$ cat config.mk
export PLATFORM = sky130hd
export DESIGN_NAME = mole_round_scheduler
export DESIGN_NICKNAME = d
export VERILOG_FILES = /design/src/rtl/whack_pkg.sv /design/src/rtl/mole_round_scheduler_cycle_timer.sv /design/src/rtl/mole_round_scheduler.sv
export SDC_FILE = /design/constraint.sdc
export NUM_CORES = 1
export LEC_CHECK = 0
export ABC_CLOCK_PERIOD_IN_PS = 8300
export CAP_MARGIN = 20
export CORE_MARGIN = 5
export CORE_UTILIZATION = 40
export DETAILED_ROUTE_END_ITERATION = 16
export MAX_ROUTING_LAYER = met4
export PLACE_DENSITY = 0.64
export SETUP_SLACK_MARGIN = 0.4
export SLEW_MARGIN = 5
export SYNTH_ARGS = -nofsm -noshare
export SYNTH_HDL_FRONTEND = slang
export SYNTH_SLANG_ARGS = --single-unit
$ cat constraint.sdc
create_clock -name i_clock -period 8.3 [get_ports i_clock]
set_input_delay 1.245 -clock i_clock [delete_from_list [all_inputs] [get_ports i_clock]]
set_output_delay 1.245 -clock i_clock [all_outputs]
set_load 0.005 [all_outputs]
$ cat src/rtl/whack_pkg.sv
// Shared types for the whack-a-mole round scheduler: hole count, FSM states
// and a helper that sizes the down-counters.
package whack_pkg;

    localparam int unsigned NUM_HOLES = 5;

    typedef enum logic [2:0] {
        IDLE,
        SPAWN,
        SHOW,
        GAP,
        DONE
    } sched_state_t;

    // Bits needed to hold n-1 (a counter loaded with n-1 gives an n-cycle window).
    function automatic int unsigned cnt_width(input int unsigned n);
        return (n > 1) ? $clog2(n) : 1;
    endfunction

endpackage

$ cat src/rtl/mole_round_scheduler_cycle_timer.sv
// cycle_timer: loadable down-counter. Load N-1 and o_expired is high on the
// cycle the count reads 0, giving a window of exactly N enabled cycles.
module cycle_timer
    import whack_pkg::*;
#(
    parameter  int unsigned MAX_COUNT = 2,
    localparam int unsigned W         = cnt_width(MAX_COUNT)
) (
    input  logic         i_clock,
    input  logic         i_reset,
    input  logic         i_load,
    input  logic [W-1:0] i_value,
    input  logic         i_en,
    output logic         o_expired
);

    logic [W-1:0] r_count;

    always_ff @(posedge i_clock or posedge i_reset) begin
        if (i_reset) begin
            r_count <= '0;
        end else if (i_load) begin
            r_count <= i_value;
        end else if (i_en && (r_count != '0)) begin
            r_count <= r_count - 1'b1;
        end
    end

    assign o_expired = (r_count == '0);

endmodule

$ cat src/rtl/mole_round_scheduler.sv
// Round sequencer for the whack-a-mole datapath: spawns one mole per round, times the
// show/gap windows, scores hits and ends the game on misses. MOLE_SPEEDUP_EN shrinks the window per hit.
module mole_round_scheduler
    import whack_pkg::*;
#(
    parameter int unsigned NUM_HOLES       = whack_pkg::NUM_HOLES,
    parameter int unsigned SHOW_CYCLES     = 50_000_000,
    parameter int unsigned GAP_CYCLES      = 10_000_000,
    parameter int unsigned MIN_SHOW_CYCLES = 10_000_000,
    parameter int unsigned MAX_MISSES      = 3,
    parameter int unsigned SCORE_W         = 8,
    localparam int unsigned MISS_W         = $clog2(MAX_MISSES + 1)
) (
    input  logic                 i_clock,
    input  logic                 i_reset,
    input  logic                 i_start,
    input  logic [NUM_HOLES-1:0] i_hit,
    input  logic [NUM_HOLES-1:0] i_gen_moles,
    output logic                 o_gen_en,
    output logic [NUM_HOLES-1:0] o_moles,
    output logic [SCORE_W-1:0]   o_score,
    output logic [MISS_W-1:0]    o_misses,
    output logic                 o_round_active,
    output logic                 o_game_over
);

    // Show timer is sized for the largest window it can ever be loaded with.
    localparam int unsigned SHOW_MAX = (MIN_SHOW_CYCLES > SHOW_CYCLES) ? MIN_SHOW_CYCLES : SHOW_CYCLES;
    localparam int unsigned SHOW_W   = cnt_width(SHOW_MAX);
    localparam int unsigned GAP_W    = cnt_width(GAP_CYCLES);

    localparam logic [SHOW_W-1:0] SHOW_LOAD = SHOW_W'(SHOW_CYCLES - 1);
    localparam logic [GAP_W-1:0]  GAP_LOAD  = GAP_W'(GAP_CYCLES - 1);
    localparam logic [MISS_W-1:0] MISS_MAX  = MISS_W'(MAX_MISSES);

    sched_state_t         r_state;
    logic                 r_gen_en;
    logic [NUM_HOLES-1:0] r_moles;
    logic [NUM_HOLES-1:0] r_mole_q;
    logic [NUM_HOLES-1:0] r_hit_q;
    logic [SCORE_W-1:0]   r_score;
    logic [MISS_W-1:0]    r_misses;
    logic                 r_round_active;
    logic                 r_game_over;

    logic [NUM_HOLES-1:0] w_hit_edge;
    logic                 w_gen_onehot;
    logic                 w_good_hit;
    logic                 w_new_game;
    logic                 w_show_load_en;
    logic                 w_show_exp;
    logic                 w_gap_load_en;
    logic                 w_gap_exp;
    logic [MISS_W-1:0]    w_miss_next;
    logic [SHOW_W-1:0]    w_show_load;

    assign w_hit_edge     = i_hit & ~r_hit_q;
    assign w_gen_onehot   = (i_gen_moles != '0) && ((i_gen_moles & (i_gen_moles - 1'b1)) == '0);
    assign w_good_hit     = (r_state == SHOW) && ((w_hit_edge & r_mole_q) != '0);
    assign w_new_game     = ((r_state == IDLE) || (r_state == DONE)) && i_start;
    assign w_show_load_en = (r_state == SPAWN) && w_gen_onehot;
    assign w_gap_load_en  = (r_state == SHOW) && (w_good_hit || w_show_exp);
    assign w_miss_next    = r_misses + 1'b1;

`ifdef MOLE_SPEEDUP_EN
    localparam logic [SHOW_W-1:0] STEP     = SHOW_W'(SHOW_CYCLES / 8);
    localparam logic [SHOW_W-1:0] MIN_LOAD = SHOW_W'(MIN_SHOW_CYCLES - 1);

    logic [SHOW_W-1:0] r_show_load;

    // Each correct hit trims the next window, never below the floor.
    always_ff @(posedge i_clock or posedge i_reset) begin
        if (i_reset) begin
            r_show_load <= SHOW_LOAD;
        end else if (w_new_game) begin
            r_show_load <= SHOW_LOAD;
        end else if (w_good_hit) begin
            r_show_load <= (r_show_load >= MIN_LOAD + STEP) ? (r_show_load - STEP) : MIN_LOAD;
        end
    end

    assign w_show_load = r_show_load;
`else
    assign w_show_load = SHOW_LOAD;
`endif

    cycle_timer #(.MAX_COUNT(SHOW_MAX)) u_show_timer (
        .i_clock   (i_clock),
        .i_reset   (i_reset),
        .i_load    (w_show_load_en),
        .i_value   (w_show_load),
        .i_en      (r_state == SHOW),
        .o_expired (w_show_exp)
    );

    cycle_timer #(.MAX_COUNT(GAP_CYCLES)) u_gap_timer (
        .i_clock   (i_clock),
        .i_reset   (i_reset),
        .i_load    (w_gap_load_en),
        .i_value   (GAP_LOAD),
        .i_en      (r_state == GAP),
        .o_expired (w_gap_exp)
    );

    always_ff @(posedge i_clock or posedge i_reset) begin
        if (i_reset) r_hit_q <= '0;
        else         r_hit_q <= i_hit;
    end

    always_ff @(posedge i_clock or posedge i_reset) begin
        if (i_reset) begin
            r_state        <= IDLE;
            r_gen_en       <= 1'b0;
            r_moles        <= '0;
            r_mole_q       <= '0;
            r_score        <= '0;
            r_misses       <= '0;
            r_round_active <= 1'b0;
            r_game_over    <= 1'b0;
        end else begin
            unique case (r_state)
                IDLE, DONE: begin
                    if (i_start) begin
                        r_state     <= SPAWN;
                        r_gen_en    <= 1'b1;
                        r_game_over <= 1'b0;
                        r_score     <= '0;
                        r_misses    <= '0;
                    end
                end
                SPAWN: begin
                    // Zero or multi-hot generator output is not a mole; keep waiting.
                    if (w_gen_onehot) begin
                        r_state        <= SHOW;
                        r_gen_en       <= 1'b0;
                        r_mole_q       <= i_gen_moles;
                        r_moles        <= i_gen_moles;
                        r_round_active <= 1'b1;
                    end
                end
                SHOW: begin
                    if (w_good_hit) begin
                        if (r_score != {SCORE_W{1'b1}}) r_score <= r_score + 1'b1;
                        r_state        <= GAP;
                        r_moles        <= '0;
                        r_round_active <= 1'b0;
                    end else if (w_show_exp) begin
                        r_misses       <= w_miss_next;
                        r_moles        <= '0;
                        r_round_active <= 1'b0;
                        if (w_miss_next == MISS_MAX) begin
                            r_state     <= DONE;
                            r_game_over <= 1'b1;
                        end else begin
                            r_state <= GAP;
                        end
                    end
                end
                GAP: begin
                    if (w_gap_exp) begin
                        r_state  <= SPAWN;
                        r_gen_en <= 1'b1;
                    end
                end
                default: r_state <= IDLE;
            endcase
        end
    end

    assign o_gen_en       = r_gen_en;
    assign o_moles        = r_moles;
    assign o_score        = r_score;
    assign o_misses       = r_misses;
    assign o_round_active = r_round_active;
    assign o_game_over    = r_game_over;

endmodule
Yosys cells after proc, flatten, opt, wreduce, memory -nomap -nowiden
Cells that the tools add are included.
{"block": "totals", "ff_bits": 81, "latch_bits": 0, "ram_bits": 0, "mem_bits_ro": 0, "input_bits": 13, "output_inout_bits": 18, "word_cells": 99, "mem_count": 0}
{"block": "classes", "add_sub_neg": 5, "mul": 0, "n_div": 0, "magnitude_cmp": 0, "n_eq_ne": 15, "n_shift": 0, "muxes": 36, "bitwise": 4, "reduce_logical": 28}
{"op": "two-way mux 26 bit", "n": 2}
{"op": "two-way mux 24 bit", "n": 2}
{"op": "logical NOT 26 bit", "n": 1}
{"op": "nonzero test 26 bit", "n": 1}
{"op": "subtractor 26 x 1 -> 26 bit (second input constant)", "n": 1}
{"op": "logical NOT 24 bit", "n": 1}
{"op": "two-way mux 8 bit", "n": 3}
{"op": "nonzero test 24 bit", "n": 1}
{"op": "subtractor 24 x 1 -> 24 bit (second input constant)", "n": 1}
{"op": "two-way mux 3 bit", "n": 6}
{"op": "inequality test 2 bit (second input constant)", "n": 8}
{"op": "one-hot mux 8 bit (2 select lines)", "n": 1}
{"op": "AND reduction 4 bit", "n": 4}
{"op": "bitwise AND 5 bit", "n": 3}
{"op": "two-way mux 5 bit", "n": 3}
{"op": "one-hot mux 3 bit (4 select lines)", "n": 1}
{"op": "two-way mux 1 bit", "n": 10}
{"op": "one-hot mux 5 bit (2 select lines)", "n": 1}
{"op": "nonzero test 5 bit", "n": 2}
{"op": "adder 8 x 1 -> 8 bit (second input constant)", "n": 1}
{"op": "inequality test 8 bit (second input constant)", "n": 1}
{"op": "nonzero test 2 bit", "n": 4}
{"op": "== test 3 x 2 -> 1 bit (second input constant)", "n": 2}
{"op": "logical AND 1 bit", "n": 6}
{"op": "other kinds (19)", "n": 22}

Depth between registers and ports, before layout
Gate-level depths: netlist of the first run.
{"block": "logic_depth", "word_depth": 8, "mapped_depth": 9, "mapped_depth_nobuf": 7}

Hierarchy
From an unflattened synthesis of the first run, not the netlist that was laid out.
{"block": "hier_totals", "cells_unflattened": 490, "area_unflattened_um2": 4699.5}
{"mod": "cycle_timer (u_show_timer)", "n_inst": 1, "cells_per_inst": 184, "area_per_inst_um2": 1646.6, "seq_area_each_um2": 650.6}
{"mod": "mole_round_scheduler", "n_inst": 1, "cells_per_inst": 144, "area_per_inst_um2": 1557.7, "seq_area_each_um2": 775.7}
{"mod": "cycle_timer (u_gap_timer)", "n_inst": 1, "cells_per_inst": 162, "area_per_inst_um2": 1495.2, "seq_area_each_um2": 600.6}

Worst setup path after synthesis of the first run
No wires, ideal clock.
{"block": "synth_path", "path_kind": "reg-to-reg", "start": "reg u_show_timer.r_count[2]", "end": "reg u_show_timer.r_count[25]", "setup_time_ps": 132, "arrival_time_ps": 2787, "required_time_ps": 8168, "path_slack_ps": 5381, "path_stages_with_launch": 8, "path_buffers": 2, "period_less_slack_ps": 2919, "cell_sequence": "dfrtp_1 or4_1 buf_2 or4_4 buf_6 or4_4 o41ai_2 or3b_1"}
{"block": "synth_via", "elab_chain_cells": 3, "elab_cells_between_ends": 6, "cone_classes": "add/sub: 1; mux: 2; reduce/logical: 3"}
{"element": "from (decl)", "line_no": "mole_round_scheduler_cycle_timer.sv:17", "rtl": "logic [W-1:0] r_count;"}
{"element": "from (signal assigned)", "line_no": "mole_round_scheduler_cycle_timer.sv:23", "rtl": "r_count <= i_value;"}
{"element": "from (signal assigned)", "line_no": "mole_round_scheduler_cycle_timer.sv:25", "rtl": "r_count <= r_count - 1'b1;"}
{"element": "subtractor 26 x 1 -> 26 bit or nonzero test 26 bit (tied branches)", "line_no": "mole_round_scheduler_cycle_timer.sv:25, mole_round_scheduler_cycle_timer.sv:24"}
{"element": "two-way mux 26 bit or logical AND 1 bit (tied branches)", "line_no": "mole_round_scheduler_cycle_timer.sv:24", "rtl": "end else if (i_en && (r_count != '0)) begin"}
{"element": "two-way mux 26 bit or nonzero test 2 bit (tied branches)"}
Parallel ways exist; a longest one is shown, timed or not. The select of a mux whose other input is x is not followed.
A chain may end at the register's enable or synchronous reset.

Worst setup path after layout of the first run
{"block": "layout_path", "start": "in i_gen_moles[0]", "end": "reg r_moles[4] (netlist: o_moles[4])"}
{"block": "layout_via", "elab_chain_cells": 6, "elab_cells_between_ends": 7, "cone_classes": "add/sub: 1; eq/ne: 1; bitwise: 1; reduce/logical: 4"}
{"element": "from (decl)", "line_no": "mole_round_scheduler.sv:18", "rtl": "input logic [NUM_HOLES-1:0] i_gen_moles,"}
{"element": "subtractor 5 x 1 -> 5 bit", "line_no": "mole_round_scheduler.sv:58", "rtl": "assign w_gen_onehot = (i_gen_moles != '0) && ((i_gen_moles & (i_gen_moles - 1'b1)) == '0);"}
{"element": "bitwise AND 5 bit", "line_no": "mole_round_scheduler.sv:58"}
{"element": "logical NOT 5 bit", "line_no": "mole_round_scheduler.sv:58"}
{"element": "logical AND 1 bit *", "line_no": "mole_round_scheduler.sv:58"}
{"element": "inequality test 2 bit (no line) *"}
{"element": "AND reduction 3 bit (no line) *"}
{"element": "to (signal assigned)", "line_no": "mole_round_scheduler.sv:137", "rtl": "r_moles <= i_gen_moles;"}
{"element": "to (decl)", "line_no": "mole_round_scheduler.sv:38", "rtl": "logic [NUM_HOLES-1:0] r_moles;"}
Mark *: on every way between the ends. The rest lies on a longest branch, timed or not.

==> results of run 1 <==
state kept, by name, summed over array words and instances (netlist names):
signal	cells
o_game_over	1
o_gen_en	1
o_misses	2
o_moles	5
o_round_active	1
o_score	8
r_hit_q	5
r_mole_q	5
r_state	3
u_gap_timer.r_count	24
u_show_timer.r_count	26
cells in the mapped netlist (2+ instances only):
cell,instances,area share
nand3b_1,6,0.011
xnor2_1,6,0.013
nand3_1,23,0.028
inv_1,7,0.0065
or3b_1,2,0.0043
and3_1,2,0.0031
and4_1,2,0.0043
dfrtp_1,81,0.50
o31ai_1,13,0.024
nand2_1,48,0.044
ha_1,6,0.018
nor3_1,9,0.011
a21oi_1,23,0.028
or3b_2,5,0.011
clkbuf_1,13,0.012
o211ai_1,7,0.013
nor2_1,12,0.011
nand2b_1,7,0.011
o41ai_1,2,0.0043
nand4_1,6,0.0092
and2_1,3,0.0046
nor4_1,6,0.0092
or4_1,20,0.037
or4_4,2,0.0055
o21ai_1,3,0.0037
o21a_1,4,0.0074
o21ai_0,35,0.043
a211oi_1,3,0.0055
xor2_1,6,0.013
mux2i_1,6,0.015
or3_1,35,0.054
or2_2,5,0.0077
nor3b_1,2,0.0037
logic make-up (layout without fill, tap and decap cells):
group / Yosys count / after routing / synth area share
fa+ha+maj: 6 / 6 / 0.0185
flops: 81 / 81 / 0.499
mux: 6 / 6 / 0.0148
xor+xnor: 12 / 12 / 0.0259
compound gates: 96 / 96 / 0.144
buf+inv: 22 / 58 / 0.0225
simple gates: 198 / 198 / 0.276
where the power goes:
| part | internal, mW | switching (mW) | total [mW] |
|---|---|---|---|
| registers | 0.395 | 0.000241 | 0.396 |
| logic | 0.00824 | 0.0110 | 0.0192 |
| clock network | 0.139 | 0.142 | 0.280 |
layout make-up:
cell class	instances	area (sq um)
flip-flops and latches	81	2030
clock buffers	11	131
well taps	133	166
repair buffers	36	365
inverters	7	27.5
fillers	951	5100
multi-input cells	318	1940
clock inverters	4	53.8
worst max-delay path by stage:
stage	end	cells past startpoint
after CTS	o_moles[4]	7
final	o_moles[4]	7
after detailed placement	o_moles[4]	7
after global placement	o_moles[4]	7
after global routing	o_moles[4]	7
after floorplan	o_game_over	1
worst reg2reg max path: stages (launching register included):
cell and delay [ns]:
dfrtp_1 0.44, or4_1 0.69, or4_4 0.64, o21ai_1 0.68
nor3_1 0.10, or3b_1 0.37
routing by layer:
| metal | part of all wire | routed length, um | track usage | vias up |
|---|---|---|---|---|
| li1 | - | - | - | 1634 |
| met1 | 0.49 | 4260 | 0.200 | 1567 |
| met2 | 0.47 | 4130 | 0.238 | 39 |
| met3 | 0.033 | 289 | 0.0404 | 4 |
| met4 | 0.0058 | 51 | 0.0361 | 0 |
| met5 | 0 | 0 | - | - |
through the flow:
step / util / hold WS [ns]
floorplan: - / 0.446
global placement: 0.459 / 0.473
detailed placement: 0.459 / 0.476
CTS: 0.477 / 0.496
global route: 0.480 / 0.527
finish: 0.480 / 0.495
==> impl_results.md, run 1 <==
* RR Startpoint: u_show_timer.r_count[2]
* Critical path endpoint category: flip-flop
* Crit path launch: i_gen_moles[0]
* Actual slew at the worst max-slew pin at 0.998 ns
* YS warnings at 0
* Worst path top cell family by delay: compound AO/OA/AOI/OAI gates
* Global route overflow at 0
* FF+latch count, synth at 81
* Initial drt markers at 175
* Num CTS Buffers at 9
* Max Freq at 296 MHz
* Commonest non-fill, non-tap cells in the layout: 81 x dfrtp_1, 48 x nand2_1, 35 x or3_1, 34 x o21ai_0, 30 x clkdlybuf4s50_1
* Nets at 472
* Finished Cell Area at 4720 sq um
* Total power at 0.695 mW
* Setup repair after global routing missed its margin: no
* First-pass GRT wire length at 15.3 mm
* Final setup TNS at 0 ns
* Post-Syn Area at 4060 sq um
* Die height at 111 um
* Syn Nets at 440
* Total power per unit cell area at 147 nW/um^2
* Maxcap violations at 0
* R2R setup slack at 5.27 ns
* Width of the die at 111 um
* Synth-to-Final Area Change at 16.1%
* Ys flop type: dfrtp_1
* Final Hold Viols at 0
* Worst hold stages at 2
* Hold Startpoint: r_mole_q[3]
* Worst-path clk slew at 0.08 ns
* Max-slew violation count at 0
* Placed cell areas at 4500 sq um
* Critical Path Slowest Stage Cell: a2111oi_0
* HPWL Detailed at 6.07 mm
* Largest net degree at the start of global routing at 82
* Crit-path max FO at 14
* Netlist cell types at 44
* Leading cell type in the layout, fill and taps excluded: dfrtp_1
* CP bufs+invs at 2
* Mapped Cells at 421
* Total placed cells including tap cells at 574
* Worst reg2reg path depth at 5
* # Post-CTS Setup Buffers at 0
* CTS Buffer Depth at 2
* Antenna viol nets, final at 0
* Setup Slack @ Placement at 4.55 ns
* Placeable Area at 9820 sq um
* DRC at 0
* CTS tree: done
* Vias in the first global route at 3171
* CTS Sinks at 81
* Worst Hold Class: reg -> reg
* Full die area at 12300 sq um
* Vias at 3244
* Final cell count without fillers at 590
* Status: completed
* CP cell instances: clkdlybuf4s50_1, nand2b_1, a2111oi_0, o21ai_1, buf_4, nand2_1, o21ai_0
* FFs w/ async S/R, synth at 1.00
* Number of flops mapped to enable cells by yosys at 0
* Htree depth at 3
* Fin crit period at 3.38 ns
* Detailed Route WL at 8.73 mm
* PnR worst setup slack at 4.92 ns
* Share of cells above drive strength 1 at 0.0744
* Post-synthesis sequential area ratio at 0.499
* Ant. Diodes at 0
* Router iterations before antenna repair at 5
* Row count at 36
* Required time of the critical path at 8.53 ns
* Peak supply drop at 0.0830 mV
* Worst endpoint data arrival time at 3.61 ns
* Clock skew at 0.0142 ns
* Leak pwr at 1.68 nW
* Syn_area_per_cell at 9.65 sq um
* Post-CTS sizing at 0
* # port buffers at 30
* Hold endpoint: r_mole_q[3]
* Initial antenna violation count at 0
* IO Pins at 31
* Worst setup SP type: primary input
* Initial Util at 0.414
* CTS Root Cell: clkbuf_8
* Critical Path Max Stage Delay at 0.71 ns
* Hold buffer count at cts at 0
* Final setup fails at 0
* Clk_lat worst skew at 0.35 ns
* Final period util at 0.408
* Total global routing track utilization at 0.153
* Reg-to-reg endpoint: u_show_timer.r_count[14]
* Average wire per standard cell at 14.8 um
* RePlAce Congestion at 0.826
* Vias per inst at 5.50
* CP Class: in -> reg
* Worst slew margin at 0.330
Power figures use the tool's default switching activity.
==> inputs of run 2 (changes only) <==
ABC_CLOCK_PERIOD_IN_PS = 2800   (was 8300)
PLACE_DENSITY = 0.66   (was 0.64)
clock period = 2.8 ns   (was 8.3 ns; I/O delays follow)
==> run 2 against run 1 <==
Utilization is 5.4 points higher. Die area stayed put. Sequential power grew to 3.0 times the previous value. Power grew to 3.2 times the previous value. Count of clock-buffer cells in the layout stayed put. Largest power group unchanged. Cell area is 11% higher. Global-route usage is 1.3 points higher. Final cell count is 5.6% higher.
==> impl_results.md, run 2 (synthesis gave the netlist of run 1 again) <==
* Full die area at 12300 sq um
* Worst Hold Class: reg -> reg
* CTS Buffer Depth at 2
* CP cell instances: or4_4, or4_4, or4_4, o41ai_2, or3b_1
* Grt met3 use at 0.0409
* Worst slew margin at 0.510
* Row count at 36
* Max Freq at 377 MHz
* Setup Slack @ Placement at 0.135 ns
* Busiest grt layer: met2
* Most used cell, CP: or4_4
* Leak pwr at 1.93 nW
* Initial antenna violation count at 0
* RePlAce Congestion at 0.814
* Total power at 2.21 mW
* Die height at 111 um
* Grt met1 use at 0.218
* Vias per inst at 5.58
* Synth-to-Final Area Change at 29.2%
* Total global routing track utilization at 0.165
* Worst-path clk slew at 0.08 ns
* Initial drt markers at 182
* Final setup fails at 0
* Maxcap violations at 0
* Setup repair after global routing missed its margin: yes
* Num CTS Buffers at 9
* # port buffers at 30
* Required time of the critical path at 3.03 ns
* Clk_lat worst skew at 0.36 ns
* FF/Latch Area at 2030 sq um
* Critical Path Max Stage Delay at 0.56 ns
* Worst setup SP type: flip-flop
* Actual slew at the worst max-slew pin at 0.734 ns
* Largest Register: u_show_timer.r_count
* Share of cells above drive strength 1 at 0.198
* Peak supply drop at 0.280 mV
* Nets at 504
* CTS Sinks at 81
* Worst endpoint data arrival time at 2.88 ns
* Initial Util at 0.414
* Final Hold Viols at 0
* Leading cell type in the layout, fill and taps excluded: dfrtp_1
* Global route overflow at 0
* Htree depth at 3
* Fin util at 0.534
* Fill count at 888
* Crit-path max FO at 3
* CP Class: reg -> reg
* PnR worst setup slack at 0.151 ns
* GR met2 Demand/Resource at 0.254
* HPWL Detailed at 6.34 mm
* Commonest non-fill, non-tap cells in the layout: 81 x dfrtp_1, 46 x nand2_1, 34 x or3_1, 30 x clkdlybuf4s50_1, 29 x o21ai_0
* Vias at 3478
* Hold WS at 0.480 ns
* Clock skew at 0.0132 ns
* Width of the die at 111 um
* Max-slew violation count at 0
* Total power per unit cell area at 421 nW/um^2
* Final setup TNS at 0 ns
* Ant. Diodes at 0
* Largest net degree at the start of global routing at 37
* Vias in the first global route at 3383
* Final period util at 0.946
* Critical path endpoint category: flip-flop
* Antenna viol nets, final at 0
* Average wire per standard cell at 15.4 um
* CTS tree: done
* Detailed Route WL at 9.62 mm
* Router iterations before antenna repair at 4
* Critical Path Slowest Stage Cell: or4_4
* CTS Root Cell: clkbuf_8
* Multi-input logic area at 2120 sq um
* Status: completed
* IO Pins at 31
* DRC at 0
* Max FFs per register at 26
* First-pass GRT wire length at 16.4 mm
* Fin crit period at 2.65 ns
* Placeable Area at 9820 sq um
run 2: changes by cell type in the layout (fill, tap and decap cells not counted), moves of 3 or more:
cell	change
buf_4	+19
nand3_1	-13
nand3_2	+13
buf_6	+8
o21ai_0	-5
buf_12	+3
run 2: final cells by class:
| type | instances | share of cell area |
|---|---|---|
| inverter | 7 | 0.00572 |
| clock inverter | 5 | 0.0148 |
| timing repair buffer | 67 | 0.128 |
| clock buffer | 11 | 0.0289 |
| sequential | 81 | 0.386 |
| tap | 133 | 0.0317 |
| multi-input combinational | 319 | 0.405 |
run 2: what timing repair did:
action,in CTS,in global routing
setup endpoints to repair,47,59
hold buffers,0,0
pin swaps,8,7
setup buffers,9,3
cloned,2,1
gates resized for setup,16,30
run 2: critical path: cells and delay by family (launching register included):
family           cells  cell delay, ns
AND/OR/NAND/NOR      4            1.92
AO/OA/AOI/OAI        1            0.20
flip-flops           1            0.41
run 2: stage by stage:
| stage | instance area [sq um] | instances |
|---|---|---|
| 2_1_floorplan | 4110 | 421 |
| 4_1_cts | 5060 | 619 |
| 6_report | 5250 | 623 |
| 5_1_grt | 5250 | 623 |
| 3_5_place_dp | 4660 | 592 |
| 3_3_place_gp | 4660 | 592 |
run 2: final timing paths:
| check | cells after the start | slack [ns] | to | start |
|---|---|---|---|---|
| max | 5 | 0.15 | u_show_timer.r_count[25] | u_show_timer.r_count[5] |
| min | 2 | 0.48 | r_mole_q[0] | r_mole_q[0] |
| max reg2reg | 5 | 0.15 | u_show_timer.r_count[25] | u_show_timer.r_count[5] |
| min reg2reg | 2 | 0.48 | r_mole_q[0] | r_mole_q[0] |
| max in group asynchronous | 3 | 1.62 | u_gap_timer.r_count[5] | i_reset |
| min in group asynchronous | 2 | 0.52 | o_round_active | i_reset |
run 2: metal layers:
metal,wire (um),vias up
met2,4670,43
li1,-,1698
met3,296,18
met1,4500,1719
met5,0,-
met4,166,0
run 2: power by group:
group | switching [mW] | leakage, nW | internal, mW | total [mW]
combinational | 0.0334 | 0.887 | 0.0238 | 0.0572
sequential | 0.000767 | 0.928 | 1.17 | 1.17
clock | 0.431 | 0.115 | 0.548 | 0.979
total | 0.465 | 1.93 | 1.74 | 2.21
==> inputs of run 3 (changes only) <==
SETUP_SLACK_MARGIN = 0.5   (was 0.4)
==> run 3 against run 2 <==
Final cell count stayed put. Combinational power hardly changed. Utilization is 0.076 points higher. Global-route usage is 0.88 points higher. Die area stayed put. Count of clock-buffer cells in the layout is 2 higher. Routed wire length is 5.7% higher. Sequential share of layout area hardly changed. Clock skew is 0.0034 ns lower. Maximum frequency is 1.7% higher. Critical path depth stayed put.
==> impl_results.md, run 3 (synthesis gave the netlist of run 1 again) <==
* Vias in the first global route at 3526
* Nets at 504
* Max Freq at 384 MHz
* Worst slew margin at 0.678
* Leak pwr at 1.91 nW
* Num CTS Buffers at 9
* Leading cell type in the layout, fill and taps excluded: dfrtp_1
* Final setup fails at 0
* Share of cells above drive strength 1 at 0.239
* Worst setup SP type: flip-flop
* Maxcap violations at 0
* Worst reg2reg path depth at 5
* Fin crit period at 2.60 ns
* RePlAce Congestion at 0.776
* Total power per unit cell area at 382 nW/um^2
* Critical path endpoint category: flip-flop
* CTS tree: done
* CTS Buffer Depth at 2
* Setup repair after global routing missed its margin: yes
* Detailed Route WL at 10.2 mm
* Worst-path clk slew at 0.08 ns
* Initial antenna violation count at 0
* DRC at 0
* IO Pins at 31
* Max FFs per register at 26
* Crit-path max FO at 2
* HPWL Detailed at 6.51 mm
* Largest Register: u_show_timer.r_count
* Clk_lat worst skew at 0.37 ns
* Initial Util at 0.414
* Placeable Area at 9820 sq um
* CP Class: reg -> reg
* Vias at 3504
* Hold buffer count at cts at 0
* Htree depth at 3
* CTS Sinks at 81
* Router iterations before antenna repair at 4
* Synth-to-Final Area Change at 29.4%
* Row count at 36
* Clock skew at 0.00982 ns
* Width of the die at 111 um
* Peak supply drop at 0.257 mV
* Worst endpoint data arrival time at 2.84 ns
* Final setup TNS at 0 ns
* Final Hold Viols at 0
* Vias per inst at 5.62
* Total global routing track utilization at 0.174
* Max-slew violation count at 0
* CTS Root Cell: clkbuf_8
* Actual slew at the worst max-slew pin at 0.482 ns
* Initial drt markers at 157
* Full die area at 12300 sq um
* Die height at 111 um
* Global route overflow at 0
* RR Startpoint: u_show_timer.r_count[3]
* # port buffers at 30
* Commonest non-fill, non-tap cells in the layout: 80 x dfrtp_1, 46 x nand2_1, 34 x or3_1, 30 x clkdlybuf4s50_1, 28 x buf_4
* First-pass GRT wire length at 17.3 mm
* Status: completed
* Antenna viol nets, final at 0
* Fill count at 904
* Ant. Diodes at 0
* Reg-to-reg endpoint: u_show_timer.r_count[25]
* R2R setup slack at 0.20 ns
* Required time of the critical path at 3.04 ns
* Largest net degree at the start of global routing at 49
* Worst Hold Class: in -> async
* Final period util at 0.930
* Average wire per standard cell at 16.3 um
* Total power at 2.01 mW
run 3: cell count changes in the layout (fill, tap and decap cells not counted), sizes merged:
| cell | before | now |
|---|---|---|
| bufinv | 2 | 0 |
| clkinvlp | 2 | 1 |
| clkbuf | 12 | 13 |
| buf | 36 | 37 |
| clkinv | 2 | 3 |
run 3: worst max-delay path by stage:
stage	from	to	slack [ns]	cells after the start
detailed placement	u_show_timer.r_count[3]	u_show_timer.r_count[25]	0.15	5
finish	u_show_timer.r_count[3]	u_show_timer.r_count[25]	0.20	5
CTS	u_show_timer.r_count[3]	u_show_timer.r_count[25]	0.20	5
global placement	u_show_timer.r_count[3]	u_show_timer.r_count[25]	0.18	5
floorplan	u_show_timer.r_count[3]	u_show_timer.r_count[25]	0.004	7
global route	u_show_timer.r_count[3]	u_show_timer.r_count[25]	0.15	5
run 3: what timing repair did:
action	in CTS	in global routing
resized for setup	48	25
gates cloned	3	0
pin swaps	19	16
setup buffers	12	1
endpoints found under the setup margin	58	59
run 3: per-stage QoR:
stage / setup WS, ns / hold slack, ns / cells / instance area [sq um] / utilization
floorplan: 0.00403 / 0.446 / 421 / 4110 / -
global placement: 0.184 / 0.465 / 591 / 4660 / 0.474
detailed placement: 0.154 / 0.466 / 591 / 4660 / 0.474
CTS: 0.204 / 0.388 / 622 / 5130 / 0.523
global route: 0.151 / 0.409 / 623 / 5260 / 0.535
finish: 0.196 / 0.389 / 623 / 5260 / 0.535
run 3: worst max-delay path, cell delays in order, from the launching register on:
cell and delay (ns):
dfrtp_1 0.39, or4_4 0.54, or4_4 0.55, or4_4 0.43
o41ai_2 0.19, or3b_1 0.38
run 3: area by class of cell:
type                    instances  area [sq um]  area share
flip-flops and latches         81          2030       0.386
repair buffers                 67           629       0.120
inverters                       7          30.0     0.00571
clock buffers                  13           159      0.0302
multi-input cells             319          2230       0.424
well taps                     133           166      0.0317
clock inverters                 3          15.0     0.00286
run 3: per-layer routing:
| layer | part of all wire | vias to the layer above | global-route usage |
|---|---|---|---|
| met4 | 0.014 | 0 | 0.0575 |
| met2 | 0.50 | 40 | 0.280 |
| met1 | 0.46 | 1743 | 0.218 |
| met3 | 0.029 | 16 | 0.0409 |
| li1 | - | 1705 | - |
| met5 | 0 | - | - |
run 3: power breakdown:
group,internal [mW],switching (mW),total (mW)
registers,1.17,0.000669,1.17
logic,0.0239,0.0336,0.0575
clock network,0.367,0.410,0.777
==> RTL change 1 (config.mk and constraints of run 3) <==
The 5 states of `sched_state_t` get a one-hot encoding in 5 bits.
--- a/src/rtl/whack_pkg.sv
+++ b/src/rtl/whack_pkg.sv
@@ -4,12 +4,12 @@
 
     localparam int unsigned NUM_HOLES = 5;
 
-    typedef enum logic [2:0] {
-        IDLE,
-        SPAWN,
-        SHOW,
-        GAP,
-        DONE
+    typedef enum logic [4:0] {
+        IDLE  = 5'b00001,
+        SPAWN = 5'b00010,
+        SHOW  = 5'b00100,
+        GAP   = 5'b01000,
+        DONE  = 5'b10000
     } sched_state_t;
 
     // Bits needed to hold n-1 (a counter loaded with n-1 gives an n-cycle window).
Check against the original RTL: no difference found for any inputs over 10 cycles, from zero or initial values and one cycle with i_reset high; not proved beyond that.
==> RTL change 1 against run 3 <==
Wire length fell by 4.7%. Worst setup slack improved by 91 ps. Critical path type unchanged. First-iteration DRC count rose by 18%. Critical endpoint is now u_gap_timer.r_count[5]$_DFFE_PP0P_. Synthesized area rose by 3.3%. Critical path depth rose by 2. Global-route usage fell by 1.2 points. Largest cell class unchanged. Final cell count rose by 2.1%. Design area fell by 0.31%. Sequential cell count rose by 2.
Power is not compared: it rests on default switching activity, and its combinational part moved more than twofold at a synthesized area within 25%.
==> RTL change 1: results (changes against run 3) <==
Post-Synthesis Net Count 452 (+2.7%); Layout Nets 514 (+2.0%); sequential fraction of total cell area 39.7% (+1.1 points); GRT Util Overall 16.3% (-1.2 points); met1 Resource Use GR 20.6% (-1.2 points); routed length on met3 317 µm (+6.0%); FFs & Latches 83 (+2.5%); layout buffer count excluding clock buffers 64 (-4.5%); routed wl met2 4770 µm (-6.1%); Placement Cell Area 4850 µm² (+4.1%); Post-synth top cells 82 x sky130_fd_sc_hd__dfrtp_1, 59 x sky130_fd_sc_hd__nand2_1, 44 x sky130_fd_sc_hd__nor2_1; mean instance size in the synthesized netlist 9.69 µm² (+0.46%); peak fanout along the critical path 4 (+2); leading post-synthesis cells by cell area sky130_fd_sc_hd__dfrtp_1 49%, sky130_fd_sc_hd__nand2_1 5.3%, sky130_fd_sc_hd__xnor2_1 5.2%; Unique masters post-synth 52 (+18%); share of cell area taken by muxes after synthesis 0% (-1.5 points); inverter count 11 (+4); sequential share of the synthesized area 49.5% (-0.38 points); outcome finished, final reports clean; share of synthesized cell area in full adder, half adder and majority cells 1.79% (-0.059 points); proportion of power drawn by combinational gates 19.9%; routability congestion estimate from global placement 0.801 (+3.1%); multi-input gate share of total cell area 41.2% (-1.2 points); post-synthesis share of cell area spent on xor and xnor gates 10.4% (+7.8 points); Iteration-0 DRC Markers 186 (+18%); final-layout non-clock buffer area share 11.0% (-0.99 points); share of final layout cell area taken by clock buffers and inverters 4.01% (+0.70 points); fraction of final layout cells sized beyond drive strength 1 16.6% (-7.3 points); fraction of the core area covered by cells at the end of the flow 51.0% (-2.5 points); M3 GR Usage 3.34% (-0.75 points); sum of net half-perimeters after detailed placement 6920 µm (+6.3%); Vias/cell 5.37 (-4.5%); DR vias 3,416 (-2.5%); worst clock skew 11.1 ps (+1.25 ps); total of fill cells in the finished design 940 (+4.0%); largest net degree at the start of global routing 43 (-12%); latest clock arrival within the worst-skew pair 350 ps (-20 ps); Worst Hold Slack 441 ps (+51.8 ps); global-route wire length before repair 16,500 µm (-4.5%); slack of the worst reg-to-reg path 290 ps (+90 ps); cells resized by post-CTS repair 9 (-81%); start of the worst register-to-register path u_gap_timer.r_count[8]$_DFFE_PP0P_; Worst EP arrival 2750 ps (-90 ps); GR Util met2 26.0% (-1.9 points); Met1 Routed Length 4480 µm (-3.8%); setup slack at placement 78.5 ps (-75.2 ps); complex-gate fraction of the synthesized area 8.82% (-5.6 points); clkbuf count 10 (-3); average wire per standard cell 15.2 µm (-6.7%)
[RTL change 1: cell count changes in the layout (fill, tap and decap cells not counted), moves of 9 or more]
cell,delta
sky130_fd_sc_hd__o31ai_1,-10
sky130_fd_sc_hd__xor2_1,+19
sky130_fd_sc_hd__xnor2_1,+18
sky130_fd_sc_hd__nand2_1,+13
sky130_fd_sc_hd__nor3_1,+11
sky130_fd_sc_hd__or4_1,-13
sky130_fd_sc_hd__nand3_2,-13
sky130_fd_sc_hd__nor2_1,+32
sky130_fd_sc_hd__or3_1,-27
sky130_fd_sc_hd__o21ai_0,-9
[RTL change 1: worst reg2reg max path, cell delays in order (launching register included)]
cell	delay, ps
sky130_fd_sc_hd__dfrtp_1	380
sky130_fd_sc_hd__or4_4	540
sky130_fd_sc_hd__or4b_4	540
sky130_fd_sc_hd__or4_4	490
sky130_fd_sc_hd__buf_6	150
sky130_fd_sc_hd__nand4_1	100
sky130_fd_sc_hd__xor2_1	150
sky130_fd_sc_hd__nand2_1	60
==> RTL change 2 (config.mk and constraints of run 3) <==
Without the edit above. Build with the macro `MOLE_SPEEDUP_EN` defined.
--- a/src/rtl/mole_round_scheduler.sv
+++ b/src/rtl/mole_round_scheduler.sv
@@ -1,5 +1,7 @@
 // Round sequencer for the whack-a-mole datapath: spawns one mole per round, times the
 // show/gap windows, scores hits and ends the game on misses. MOLE_SPEEDUP_EN shrinks the window per hit.
+`define MOLE_SPEEDUP_EN
+
 module mole_round_scheduler
     import whack_pkg::*;
 #(
Function: no difference found for any inputs over 10 cycles, from zero or initial values and one cycle with i_reset high; that may be too few to reach the edited logic, so the function may still have changed.
==> RTL change 2 against run 3 <==
First-iteration DRC count is 120% higher. Power up 48%. Synthesized area increased by 36%. Count of clock-buffer cells in the layout is the same. Global-route usage rose by 1.5 points. Wire length grew 41%. Fmax up 13%. Design area grew 30%. Worst setup slack improved by 290 ps. Clock power grew 56%. Clock skew grew 4.5 ps. Sequential power increased by 36%. Sequential cell count is 23 higher. Critical endpoint is now u_gap_timer.r_count[18]$_DFFE_PP0P_. Largest power group unchanged. Highest routed layer unchanged.
==> RTL change 2: results (changes against run 3) <==
global-route wire length before repair 24,200 µm (+40%); met1 Resource Use GR 25.5% (+3.6 points); drt first pass iters 6 (+2); post-layout instance count excluding filler cells 849 (+36%); buffer cell driving the clock tree root sky130_fd_sc_hd__clkbuf_16; number of global-route vias before repair 4,770 (+35%); average wire per standard cell 16.9 µm (+3.7%); peak fanout along the critical path 4 (+2); DR vias 4,821 (+38%); routed wl met2 6860 µm (+35%); post-synthesis share of cell area spent on xor and xnor gates 6.04% (+3.4 points); sum of net half-perimeters after detailed placement 9760 µm (+50%); Worst Hold Slack 480 ps (+90.9 ps); complex-gate fraction of the synthesized area 16.0% (+1.7 points); outcome finished, final reports clean; leading post-synthesis cells by cell area sky130_fd_sc_hd__dfrtp_1 40%, sky130_fd_sc_hd__dfstp_2 7.1%, sky130_fd_sc_hd__nand2_1 5.9%; share of synthesized cell area in full adder, half adder and majority cells 1.59% (-0.26 points); Placed Instances 804 (+36%); share of cell area taken by muxes after synthesis 0.567% (-0.91 points); Worst EP arrival 2550 ps (-290 ps); worst clock skew 14.3 ps (+4.48 ps); total of fill cells in the finished design 1,263 (+40%); slack of the worst reg-to-reg path 490 ps (+290 ps); Post-synth top cells 89 x sky130_fd_sc_hd__dfrtp_1, 86 x sky130_fd_sc_hd__nand2_1, 51 x sky130_fd_sc_hd__nor2_1; GRT Util Overall 18.9% (+1.5 points)
-- RTL change 2: changes by cell type after synthesis, sizes merged, moves of 11 or more --
cell   before  now
nor3        9   20
or3        35   10
nand2      48   86
o31ai      13    2
xor2        6   21
xnor2       6   17
or4        22   11
nor2       12   51
dfstp       0   15
-- RTL change 2: final cells by class --
type / instances / area, µm² / share of cell area [%]
Inverter: 14 / 56.3 / 0.823
Timing Repair Buffer: 81 / 727 / 10.6
Tap cell: 180 / 225 / 3.29
Sequential cell: 104 / 2620 / 38.3
Multi-Input combinational cell: 454 / 2930 / 42.9
Clock inverter: 3 / 18.8 / 0.274
Clock buffer: 13 / 260 / 3.80
-- RTL change 2: timing repair --
item | in CTS | in global routing
setup endpoints to repair | 65 | 60
pin swaps | 14 | 15
gates resized for setup | 26 | 43
buffers inserted | 22 | 7
-- RTL change 2: tightest hold or removal path, stage by stage (launching register included) --
cell	delay, ps
sky130_fd_sc_hd__dfrtp_1	350
sky130_fd_sc_hd__nand2_1	50
sky130_fd_sc_hd__nand2_1	50
